`config.mk`:
```
export PLATFORM = sky130hd
export DESIGN_NAME = pipe_stage_reg
export DESIGN_NICKNAME = d
export VERILOG_FILES = /design/src/rtl/pipe_stage_reg.sv
export SDC_FILE = /design/constraint.sdc
export NUM_CORES = 1
export LEC_CHECK = 0
export CAP_MARGIN = 25
export CORE_MARGIN = 5
export CORE_UTILIZATION = 39
export CTS_CLUSTER_DIAMETER = 120
export CTS_CLUSTER_SIZE = 24
export DETAILED_ROUTE_END_ITERATION = 10
export PLACE_DENSITY = 0.83
export SLEW_MARGIN = 30
export SYNTH_ARGS = -nofsm -noshare
export SYNTH_HDL_FRONTEND = slang
export SYNTH_SLANG_ARGS = --single-unit
```
`constraint.sdc`:
```
create_clock -name clk -period 5.38 [get_ports clk]
set_input_delay 0.807 -clock clk [delete_from_list [all_inputs] [get_ports clk]]
set_output_delay 0.807 -clock clk [all_outputs]
set_load 0.1 [all_outputs]
```
`src/rtl/pipe_stage_reg.sv`:
```
// Parametrised pipeline stage register placed between two core stages.
// Carries a valid bit alongside PC and instruction, supports stall (hold),
// multi-cycle flush (squash for a programmable number of edges) and keeps
// a saturating count of the bubbles it has written.
module pipe_stage_reg #(
  parameter int                 INSTR_W  = 16,
  parameter int                 PC_W     = 16,
  parameter logic [INSTR_W-1:0] NOP_WORD = {INSTR_W{1'b0}},
  parameter int                 FLUSH_W  = 2,
  parameter int                 PERF_W   = 16
) (
  input  logic               clk,
  input  logic               reset,
  input  logic               stall,
  input  logic [FLUSH_W-1:0] flush,
  input  logic               valid_in,
  input  logic [PC_W-1:0]    pc_in,
  input  logic [INSTR_W-1:0] instr_in,
  input  logic               perf_clr,
  output logic               valid_out,
  output logic [PC_W-1:0]    pc_out,
  output logic [INSTR_W-1:0] instr_out,
  output logic               squashing,
  output logic [PERF_W-1:0]  bubble_count
);

  // What the stage does on the coming edge, in decreasing priority.
  typedef enum logic [1:0] {
    ACT_FLUSH  = 2'd0,  // new flush request: write a bubble, reload squash count
    ACT_SQUASH = 2'd1,  // squash in progress: write a bubble, count down
    ACT_HOLD   = 2'd2,  // stall with no squash: keep everything
    ACT_LOAD   = 2'd3   // normal transfer from upstream
  } action_e;

  // Stage state.
  logic               r_valid;
  logic [PC_W-1:0]    r_pc;
  logic [INSTR_W-1:0] r_instr;
  logic [FLUSH_W-1:0] r_squash_cnt;
  logic [PERF_W-1:0]  r_bubble_count;

  // Next-state values.
  action_e            w_action;
  logic               w_valid_nxt;
  logic [PC_W-1:0]    w_pc_nxt;
  logic [INSTR_W-1:0] w_instr_nxt;
  logic [FLUSH_W-1:0] w_squash_cnt_nxt;
  logic               w_bubble;
  logic               w_count_full;
  logic [PERF_W-1:0]  w_bubble_count_nxt;

  // Classify the coming edge: flush beats squash beats stall beats load.
  always_comb begin
    w_action = ACT_LOAD;
    if (flush != '0) begin
      w_action = ACT_FLUSH;
    end else if (r_squash_cnt != '0) begin
      w_action = ACT_SQUASH;
    end else if (stall) begin
      w_action = ACT_HOLD;
    end
  end

  // Next payload, valid and squash count for the classified action.
  always_comb begin
    // NOTE: every output of this block gets a default first, so no path
    // leaves a signal unassigned and no latch is inferred.
    w_valid_nxt      = r_valid;
    w_pc_nxt         = r_pc;
    w_instr_nxt      = r_instr;
    w_squash_cnt_nxt = r_squash_cnt;
    w_bubble         = 1'b0;
    case (w_action)
      ACT_FLUSH: begin
        // A fresh flush reloads the count; it never adds to a running squash.
        w_valid_nxt      = 1'b0;
        w_pc_nxt         = pc_in;
        w_instr_nxt      = NOP_WORD;
        w_squash_cnt_nxt = flush - FLUSH_W'(1);
        w_bubble         = 1'b1;
      end
      ACT_SQUASH: begin
        // Squash cycles always elapse, even under stall. The PC keeps
        // following upstream so PC-relative logic sees the current fetch PC.
        w_valid_nxt      = 1'b0;
        w_pc_nxt         = pc_in;
        w_instr_nxt      = NOP_WORD;
        w_squash_cnt_nxt = r_squash_cnt - FLUSH_W'(1);
        w_bubble         = 1'b1;
      end
      ACT_HOLD: begin
        // Stall keeps everything as it is; holding is not a bubble.
        w_bubble = 1'b0;
      end
      ACT_LOAD: begin
        w_valid_nxt = valid_in;
        w_pc_nxt    = pc_in;
        w_instr_nxt = valid_in ? instr_in : NOP_WORD;
        w_bubble    = ~valid_in;
      end
      default: begin
        w_bubble = 1'b0;
      end
    endcase
  end

  // Bubble counter next value: clear wins, otherwise saturating increment.
  always_comb begin
    w_count_full       = (r_bubble_count == {PERF_W{1'b1}});
    w_bubble_count_nxt = r_bubble_count;
    if (perf_clr) begin
      w_bubble_count_nxt = '0;
    end else if (w_bubble && !w_count_full) begin
      w_bubble_count_nxt = r_bubble_count + PERF_W'(1);
    end
  end

  // Pipeline register: async reset to an invalid NOP with no squash pending.
  always_ff @(posedge clk or posedge reset) begin
    if (reset) begin
      r_valid      <= 1'b0;
      r_pc         <= '0;
      r_instr      <= NOP_WORD;
      r_squash_cnt <= '0;
    end else begin
      // NOTE: sequential state uses non-blocking assignments so every
      // register samples the pre-edge values, independent of block order.
      r_valid      <= w_valid_nxt;
      r_pc         <= w_pc_nxt;
      r_instr      <= w_instr_nxt;
      r_squash_cnt <= w_squash_cnt_nxt;
    end
  end

  // Bubble counter register, cleared by reset as well.
  always_ff @(posedge clk or posedge reset) begin
    if (reset) begin
      r_bubble_count <= '0;
    end else begin
      r_bubble_count <= w_bubble_count_nxt;
    end
  end

  assign valid_out    = r_valid;
  assign pc_out       = r_pc;
  assign instr_out    = r_instr;
  assign squashing    = (r_squash_cnt != '0);
  assign bubble_count = r_bubble_count;

endmodule

```
# ---- Word level (Yosys, flattened, before mapping)
# Index checks and enable logic that the tools add are counted.
dict set report totals {
  in_bits 39
  rom_bits 0
  mem_count 0
  wordCells 33
  latch_bits 0
  regBits 51
  mem_bits_rw 0
  output_inout_bits 50
}
dict set report op_classes {
  n_eq_ne 4
  n_reduce_logical 10
  mul 0
  n_lt_le_gt_ge 0
  n_addsub 3
  div 0
  bitwise_logic 1
  n_mux 10
  n_shift 0
}
# cell count
set ops {}
lappend ops {{$mux W16} 3}
lappend ops {{$pmux W16 S2} 1}
lappend ops {{$add A16 B1 Y16 const B} 1}
lappend ops {{$eq A16 B16 Y1 const B} 1}
lappend ops {{$reduce_bool A2 Y1} 5}
lappend ops {{$eq A2 B2 Y1 const B} 2}
lappend ops {{$mux W2} 2}
lappend ops {{$pmux W2 S2} 1}
lappend ops {{$sub A2 B1 Y2 const B} 2}
lappend ops {{$pmux W1 S3} 1}
lappend ops {{$reduce_or A3 Y1} 1}
lappend ops {{$eq A2 B1 Y1 const B} 1}
lappend ops {{$logic_not A2 Y1} 1}
lappend ops {{$pmux W1 S2} 1}
lappend ops {{$reduce_or A2 Y1} 1}
lappend ops {{$logic_and A1 B1 Y1} 1}
lappend ops {{$logic_not A1 Y1} 1}
lappend ops {{$mux W1} 1}
lappend ops {{$not A1 Y1} 1}

# ---- Logic depth before layout (Yosys ltp)
# Gate-level depths: netlist of the first run.
dict set report depth {
  depth_word 9
  ltp_mapped 6
  depth_no_buf 5
}

# ---- Worst setup path before layout of the first run
# No wires, ideal clock.
dict set report synth_path {
  path_type {reg2reg}
  startpoint {register r_bubble_count[0] (netlist: bubble_count[0])}
  endpoint {register r_bubble_count[5] (netlist: bubble_count[5])}
  arrival_ps 2453
  required_ps 5302
  setup_time_ps 78
  stages_incl_launch_ff 7
  slack_ps 2849
  n_path_buf 1
  cell_sequence {dfrtp_1 -> ha_1 -> nand4_1 -> nor4_1 -> buf_2 -> o21ai_0 -> a21oi_1}
}
dict set report synth_via {
  elab_chain_len 4
  elab_cells_between_ends 7
  classes_between {1 x add/sub; 1 x eq/ne; 2 x mux; 3 x reduce/logical}
}
# item line
set synth_lines {}
lappend synth_lines {{start: declaration} 40} ;# logic [PERF_W-1:0] r_bubble_count;
lappend synth_lines {{start signal: assignment} 140} ;# r_bubble_count <= w_bubble_count_nxt;
lappend synth_lines {{branches (longest 4 deep; another with $add A16 B1 Y16)} --}
# Parallel ways; which one is timed is not known. The select of a mux whose other input is x is not followed.
# A chain may end at the register's enable or synchronous reset.

# ---- Final worst setup path of the first run
dict set report layout_path {
  startpoint {register r_squash_cnt[1]}
  endpoint {output port squashing}
}
dict set report layout_via {
  elab_chain_len 1
}
# item line
set layout_lines {}
lappend layout_lines {{start: declaration} 39} ;# logic [FLUSH_W-1:0] r_squash_cnt;
lappend layout_lines {{start signal: assignment} 131} ;# r_squash_cnt <= w_squash_cnt_nxt;
lappend layout_lines {{$reduce_bool A2 Y1} 147} ;# assign squashing = (r_squash_cnt != '0);
lappend layout_lines {{end: declaration} 23} ;# output logic squashing,
# No other way between the ends.

==> impl_metrics.json, run 1 <==
{
  "hp-class": "flop to flop",
  "htree_levels": 2,
  "chipHeight_microns": 85.76,
  "hold_ws_ns": 0.4859,
  "syn-cell-area_sq_um": 2238,
  "start_util_pct": 40.40,
  "totalPowerFinal_mw": 0.8678,
  "crit_family": "buffers and inverters",
  "status": "finished, final reports clean",
  "worstPathMaxFanout": 4,
  "clkTransAtPathRegs_ns": 0.09,
  "mostFrequentLayoutCells": "clkdlybuf4s50_1, dfrtp_1, mux2_2",
  "drive_above_1_share_pct": 13.55,
  "hold_end": "valid_out",
  "routed_wl_microns": 5600,
  "relSlewSlack_pct": 32.42,
  "r2r_end": "bubble_count[12]",
  "antenna_left": 0,
  "final.setup.tns_ns": 0,
  "syn_area_per_cell_sq_um": 12.03,
  "end_kind": "output pin",
  "firstDrtPassIters": 4,
  "cts-root-buf": "clkbuf_8",
  "via_per_inst": 5.441,
  "critPathRequiredTime_ns": 4.57,
  "ctsHoldBuffers": 0,
  "dp.cells": 337,
  "arrival_ns": 2.02,
  "startpoint_type": "flop",
  "tightest_slew_ns": 1.011,
  "path_class": "flop to output pin",
  "die_w_microns": 85.76,
  "power.leakage_nw": 1.330,
  "drt_iter0_markers": 131,
  "post-cts-setup-buffers": 0,
  "cp_num_buf_inv": 1,
  "die_area_sq_um": 7355,
  "grt_pass1_wl_microns": 9425,
  "max-vdd-ir-drop_uv": 169.3,
  "grtUsageTotal_pct": 15.85,
  "reg2reg_from": "bubble_count[11]",
  "worstRegToRegCells": 4,
  "cp_slowest_stage_delay_ns": 0.98,
  "antenna_cells": 0,
  "slew_viol_final": 0,
  "clkSinkCount": 51,
  "yosysSeqAreaShare_pct": 57.02,
  "core_area_sq_um": 5540,
  "route.vias.total": 1877,
  "ys_types": 38,
  "cts_tree": "yes",
  "grt_antenna_before_repair": 0,
  "fill_cells": 463,
  "synth_fp_nets": 226,
  "post_cts_resized": 0,
  "rsz0062_at_grt": "no",
  "numCtsBuffers": 5,
  "worstHoldStart": "valid_out",
  "routedWlPerCell_microns": 16.23,
  "grt_pass1_vias": 1903,
  "syn_inst": 186,
  "clock_path_buffers": 2,
  "crit_path_cell_trace": "or2_2 -> clkdlybuf4s50_1",
  "cap_violations": 0,
  "grt-ovfl-total": 0,
  "hold_viol": 0,
  "stdcell_count": 345,
  "routabilityCongestion": 0.7661,
  "clock_latency_ns": 0.30,
  "port_buffers": 88,
  "fin_crit_sh_pct": 52.47,
  "final_area_sq_um": 3304,
  "io_pins": 89,
  "holdPathStages": 1,
  "fin_crit_ns": 2.823,
  "grt_max_degree": 52,
  "nNetsFinal": 312,
  "dpl_cell_area_sq_um": 3177,
  "ys_seq_elements": 51,
  "slowest_stage": "clkdlybuf4s50_1",
  "drc": 0,
  "dp_hpwl_microns": 4187,
  "syn2layout_area_growth_pct": 47.62,
  "rrSetupSlack_ns": 3.30,
  "layout_commonest_cell": "clkdlybuf4s50_1",
  "setup_viol": 0,
  "clock_skew_ns": 0.003150,
  "yosysWarnings": 0,
  "cellPowerDensity_nw_per_um2": 262.6,
  "max_freq_mhz": 354.3,
  "rows": 27
}
synthesized netlist by cell type:
cell      count  area share, %
or2_2         2           0.56
or4b_4        1           0.61
or3b_2        1           0.39
buf_4         1           0.34
nand3b_1      1           0.34
nand2_1       5           0.84
nand3_1       5            1.1
and2_1        2           0.56
ha_1          1           0.56
o31ai_1       9            3.0
nand4_1       2           0.56
nand4_4       1           0.95
a21oi_1      15            3.4
inv_1         7            1.2
o31a_1        1           0.39
nor4b_1       1           0.39
o21ai_0       4           0.89
or3_2         1           0.34
o41ai_1       2           0.78
nor4_1        2           0.56
dfrtp_1      51             57
or3_1         1           0.28
mux2_2       17            8.6
buf_1         1           0.17
and3_1        1           0.28
nor3b_2       1           0.56
a211oi_1      1           0.34
o21bai_2      1           0.50
a21o_1        1           0.34
buf_2         1           0.22
o211ai_1      2           0.67
nor2_1        5           0.84
or4_1        10            3.4
or4_2         2           0.78
a22o_1       16            6.3
clkbuf_1      7            1.2
nor3_1        3           0.67
nor2b_1       1           0.28
metrics by stage:
stage | util (%) | setup WS, ns
2_1_floorplan | - | 2.849
6_report | 59.64 | 2.557
3_5_place_dp | 57.34 | 2.286
5_1_grt | 59.64 | 2.509
3_3_place_gp | 57.29 | 2.357
4_1_cts | 59.53 | 2.550
layout make-up:
| class | instances | area (sq um) | share of cell area (%) |
|---|---|---|---|
| multi-input combinational | 118 | 899.6 | 27.22 |
| tap | 72 | 90.09 | 2.726 |
| timing repair buffer | 89 | 888.4 | 26.88 |
| inverter | 7 | 28.78 | 0.8709 |
| clock inverter | 2 | 38.79 | 1.174 |
| sequential | 51 | 1276 | 38.62 |
| clock buffer | 6 | 82.58 | 2.499 |
worst max path at each step:
| stage | slack, ns | to | startpoint | cells past startpoint |
|---|---|---|---|---|
| after CTS | 2.55 | squashing | r_squash_cnt[1] | 2 |
| after detailed placement | 2.29 | instr_out[15] | flush[1] | 4 |
| after global routing | 2.51 | squashing | r_squash_cnt[1] | 2 |
| final | 2.56 | squashing | r_squash_cnt[1] | 2 |
| after global placement | 2.36 | instr_out[5] | flush[1] | 4 |
| after floorplan | 2.85 | bubble_count[5] | bubble_count[0] | 6 |
per-layer routing:
metal  GRT usage [%]  vias up  routed length (microns)
met5               0        -                        0
met4           4.317        0                       40
met3           3.362        4                      284
met2           27.19       56                     3019
met1           20.26      933                     2255
li1                -      884                        -
registers in the layout (all words and copies together), names as in the netlist:
| register | flops |
|---|---|
| bubble_count | 16 |
| instr_out | 16 |
| pc_out | 16 |
| r_squash_cnt | 2 |
| valid_out | 1 |
cell families after synthesis:
logic type               count (synthesis)  synth area share [%]
AO/OA/AOI/OAI                           52                 16.55
adder cells (fa/ha/maj)                  1                0.5589
buffers and inverters                   17                 3.075
flip-flops                              51                 57.01
multiplexers                            17                 8.552
AND/OR/NAND/NOR                         48                 14.25
power breakdown:
part,leakage (nW),internal [mW],switching (mW)
logic,0.599,0.0587,0.126
registers,0.670,0.396,0.00840
clock network,0.0618,0.153,0.126
Note: power is estimated with default switching activity, not from simulation.
==> inputs of run 2 (changes only) <==
- PLACE_DENSITY: 0.83 -> 0.86
- clock period: 5.38 -> 2.3 ns (I/O delays scaled with it)
==> impl_metrics.json, run 2 (synthesis results as in run 1) <==
{
  "status": "finished, final reports clean",
  "rsz0062_at_grt": "no",
  "post-cts-setup-buffers": 0,
  "die_w_microns": 85.76,
  "reg2reg_from": "bubble_count[1]",
  "cts-root-buf": "clkbuf_8",
  "chipHeight_microns": 85.76,
  "relSlewSlack_pct": 68.01,
  "drt_iter0_markers": 62,
  "slowest_stage": "or4_2",
  "ctsHoldBuffers": 0,
  "dp_hpwl_microns": 4506,
  "grt-ovfl-total": 0,
  "startpoint_type": "flop",
  "clkSinkCount": 51,
  "firstDrtPassIters": 4,
  "syn2layout_area_growth_pct": 45.89,
  "final.setup.tns_ns": 0,
  "nNetsFinal": 325,
  "dpl_cell_area_sq_um": 3166,
  "hold_viol": 0,
  "clock_skew_ns": 0.005788,
  "setup_viol": 0,
  "grt_max_degree": 26,
  "core_area_sq_um": 5540,
  "routabilityCongestion": 0.8533,
  "antenna_left": 0,
  "io_pins": 89,
  "fill_cells": 476,
  "max-vdd-ir-drop_uv": 284.4,
  "cap_violations": 0,
  "post_cts_resized": 0,
  "fin_crit_ns": 2.044,
  "hp-class": "input port to asynchronous set/reset pin",
  "final_util_pct": 58.94,
  "numCtsBuffers": 5,
  "rrSetupSlack_ns": 0.26,
  "grt_pass1_vias": 1952,
  "grt_pass1_wl_microns": 9591,
  "drive_above_1_share_pct": 39.86,
  "end_kind": "flop",
  "worstPathMaxFanout": 7,
  "path_class": "flop to flop",
  "via_per_inst": 5.411,
  "tightest_slew_ns": 0.4762,
  "mostFrequentLayoutCells": "buf_4, clkdlybuf4s50_1, dfrtp_1",
  "start_util_pct": 40.40,
  "die_area_sq_um": 7355,
  "cellPowerDensity_nw_per_um2": 593.8,
  "power.leakage_nw": 1.436,
  "clock_latency_ns": 0.30,
  "cp_slowest_stage_delay_ns": 0.62,
  "max_freq_mhz": 489.2,
  "worstRegToRegCells": 6,
  "arrival_ns": 2.27,
  "final_area_sq_um": 3266,
  "routed_wl_microns": 5836,
  "r2r_end": "bubble_count[6]",
  "fin_crit_sh_pct": 88.88,
  "htree_levels": 2,
  "clock_path_buffers": 2,
  "critPathRequiredTime_ns": 2.53,
  "cts_tree": "yes",
  "grt_antenna_before_repair": 0,
  "grtUsageTotal_pct": 16.19,
  "drc": 0,
  "routedWlPerCell_microns": 16.30,
  "slew_viol_final": 0,
  "route.vias.total": 1937,
  "crit_path_cell_trace": "ha_1 -> nand4_1 -> o21bai_2 -> buf_4 -> or4_2 -> a21oi_1",
  "antenna_cells": 0,
  "layout_commonest_cell": "buf_4",
  "rows": 27,
  "clkTransAtPathRegs_ns": 0.09,
  "port_buffers": 88
}
-- run 2: changes by cell type in the layout (fill, tap and decap cells not counted), moves of 15 or more --
cell,before,now
dfrtp_2,0,15
clkdlybuf4s50_1,88,38
dfrtp_1,51,36
buf_4,1,64
-- run 2: final cells by class --
type | count | area, sq um | share of cell area [%]
timing repair buffer | 102 | 860.8 | 26.36
clock buffer | 8 | 100.1 | 3.065
tap | 72 | 90.09 | 2.759
sequential | 51 | 1295 | 39.66
multi-input combinational | 118 | 893.4 | 27.36
inverter | 7 | 26.28 | 0.8046
-- run 2: worst max-delay path by stage --
stage / depth (start not counted) / start / slack [ns] / to
2_1_floorplan: 6 / bubble_count[1] / 0.10 / bubble_count[1]
3_3_place_gp: 6 / flush[1] / 0.14 / bubble_count[6]
3_5_place_dp: 6 / flush[1] / 0.09 / bubble_count[6]
4_1_cts: 6 / bubble_count[1] / 0.26 / bubble_count[6]
5_1_grt: 6 / bubble_count[0] / 0.19 / bubble_count[6]
6_report: 6 / bubble_count[1] / 0.26 / bubble_count[6]
-- run 2: worst max-delay path, delay by kind of cell, from the launching register on --
kind	cells	cell delay (ns)
buf+inv	1	0.17
flops	1	0.40
simple gates	2	0.80
compound gates	2	0.42
fa+ha+maj	1	0.19
-- run 2: layer usage --
| metal | part of all wire (%) | vias to the layer above | track usage [%] |
|---|---|---|---|
| li1 | - | 903 | - |
| met1 | 41 | 960 | 20.29 |
| met2 | 50 | 69 | 26.69 |
| met3 | 8.4 | 5 | 5.956 |
| met4 | 0.87 | 0 | 3.741 |
| met5 | 0 | - | 0 |
-- run 2: report_power, final --
group	total (mW)	switching, mW	leakage, nW	internal, mW
clock network	0.561	0.286	0.0515	0.275
registers	0.947	0.0208	0.646	0.926
logic	0.431	0.296	0.739	0.135
-- run 2: through the flow --
step | hold WS, ns | total power, mW | instances | setup WS [ns]
6_report | 0.3107 | 1.939 | 358 | 0.2557
5_1_grt | 0.3457 | 2.021 | 358 | 0.1858
4_1_cts | 0.3164 | 1.969 | 358 | 0.2635
3_5_place_dp | 0.4877 | 1.401 | 350 | 0.08778
3_3_place_gp | 0.4772 | 1.392 | 350 | 0.1356
2_1_floorplan | 0.4114 | 1.249 | 186 | 0.1043
==> inputs of run 3 (changes only) <==
--- a/config.mk
+++ b/config.mk
@@ -6,5 +6,4 @@
 export NUM_CORES = 1
 export LEC_CHECK = 0
-export CAP_MARGIN = 25
 export CORE_MARGIN = 5
 export CORE_UTILIZATION = 39
==> constraint.sdc (replaced) <==
create_clock -name clk -period 2.3 [get_ports clk]
set_input_delay 0.345 -clock clk [delete_from_list [all_inputs] [get_ports clk]]
set_output_delay 0.345 -clock clk [all_outputs]
set_load 0.02 [all_outputs]
==> impl_metrics.json, run 3 (synthesis results as in run 1) <==
{
  "syn2layout_area_growth_pct": 50.48,
  "start_util_pct": 40.40,
  "cp_num_buf_inv": 1,
  "die_w_microns": 85.76,
  "dr_wl_met2_microns": 3138,
  "totalPowerFinal_mw": 1.749,
  "ctsHoldBuffers": 0,
  "clkTransAtPathRegs_ns": 0.10,
  "worstPathMaxFanout": 8,
  "clock_latency_ns": 0.30,
  "dr_wl_met3_microns": 232,
  "path_class": "flop to flop",
  "htree_levels": 2,
  "relSlewSlack_pct": 57.59,
  "tightest_slew_ns": 0.6361,
  "firstDrtPassIters": 6,
  "antenna_cells": 0,
  "crit_path_cell_trace": "ha_1 -> nand4_1 -> o21bai_2 -> buf_4 -> or4_2 -> a21oi_1",
  "clock_skew_ns": 0.004590,
  "cp.depth": 6,
  "cts_tree": "yes",
  "antenna_left": 0,
  "hp-class": "flop to flop",
  "io_pins": 89,
  "crit_family": "simple AND/OR/NAND/NOR gates",
  "power.leakage_nw": 1.368,
  "startpoint_type": "flop",
  "hold_viol": 0,
  "cap_violations": 0,
  "port_buffers": 88,
  "holdPathStages": 1,
  "fill_cells": 444,
  "route.vias.total": 1900,
  "fin_crit_sh_pct": 88.55,
  "fin_crit_ns": 2.037,
  "clock_path_buffers": 2,
  "routedWlPerCell_microns": 16.27,
  "cts-root-buf": "clkbuf_8",
  "critPathRequiredTime_ns": 2.53,
  "rows": 27,
  "grt_antenna_before_repair": 0,
  "layout_commonest_cell": "clkdlybuf4s50_1",
  "slowest_stage": "or4_2",
  "cellPowerDensity_nw_per_um2": 519.4,
  "worstRegToRegCells": 6,
  "post_cts_resized": 0,
  "slew_viol_final": 0,
  "rsz0062_at_grt": "no",
  "arrival_ns": 2.26,
  "grt_pass1_vias": 1945,
  "grtUsageTotal_pct": 16.11,
  "post-cts-setup-buffers": 0,
  "clkSinkCount": 51,
  "ff_latch_area_sq_um": 1276,
  "grt_pass1_wl_microns": 9501,
  "routed.top_layer": "met4",
  "m1WireLength_microns": 2282,
  "end_kind": "flop",
  "max_freq_mhz": 491.0,
  "routabilityCongestion": 0.8030,
  "numCtsBuffers": 5,
  "final.setup.tns_ns": 0,
  "grt-ovfl-total": 0,
  "drive_above_1_share_pct": 16.90,
  "via_per_inst": 5.337,
  "core_area_sq_um": 5540,
  "dp_hpwl_microns": 4449,
  "status": "finished, final reports clean",
  "max-vdd-ir-drop_uv": 316.4,
  "setup_viol": 0,
  "drt_iter0_markers": 173,
  "mostFrequentLayoutCells": "clkdlybuf4s50_1, dfrtp_1, mux2_2",
  "grt_max_degree": 52,
  "die_area_sq_um": 7355,
  "nNetsFinal": 323,
  "chipHeight_microns": 85.76,
  "routed_wl_microns": 5793,
  "multi_input_area_sq_um": 893.4,
  "drc": 0,
  "cp_slowest_stage_delay_ns": 0.61
}
[run 3: changes by cell type in the layout (fill, tap and decap cells not counted), moves of 15 or more]
cell,delta
buf_4,-53
clkdlybuf4s50_1,+50
dfrtp_1,+15
dfrtp_2,-15
[run 3: layer usage]
layer,track usage (%),vias up
li1,-,898
met1,18.78,929
met2,29.17,61
met3,3.458,12
met4,5.468,0
met5,0,-
[run 3: final timing paths]
path	start	to	slack [ns]
min in group asynchronous	reset	pc_out[13]	0.54
min	valid_out	valid_out	0.49
max	bubble_count[0]	bubble_count[6]	0.26
max in group asynchronous	reset	bubble_count[4]	1.34
min reg2reg	valid_out	valid_out	0.49
max reg2reg	bubble_count[0]	bubble_count[6]	0.26
[run 3: through the flow]
step | worst slack (ns) | std cells | cell area [sq um] | hold slack (ns) | utilization [%]
floorplan | 0.3593 | 186 | 2238 | 0.4114 | -
global placement | 0.1156 | 348 | 3269 | 0.4586 | 59.01
detailed placement | 0.05718 | 348 | 3269 | 0.4697 | 59.01
CTS | 0.2523 | 356 | 3368 | 0.4919 | 60.79
global route | 0.1339 | 356 | 3368 | 0.5263 | 60.79
finish | 0.2635 | 356 | 3368 | 0.4894 | 60.79
[run 3: cell type report]
| class | instances | area share, % |
|---|---|---|
| Clock inverter | 2 | 0.4829 |
| Inverter | 7 | 0.7801 |
| Multi-Input combinational cell | 118 | 26.52 |
| Clock buffer | 6 | 2.452 |
| Tap cell | 72 | 2.675 |
| Sequential cell | 51 | 37.89 |
| Timing Repair Buffer | 100 | 29.20 |
[run 3: power by group]
group          total, mW  switching (mW)  leakage [nW]  internal [mW]
logic              0.259           0.113         0.650          0.146
clock network      0.546           0.300        0.0474          0.246
registers          0.945          0.0191         0.670          0.926
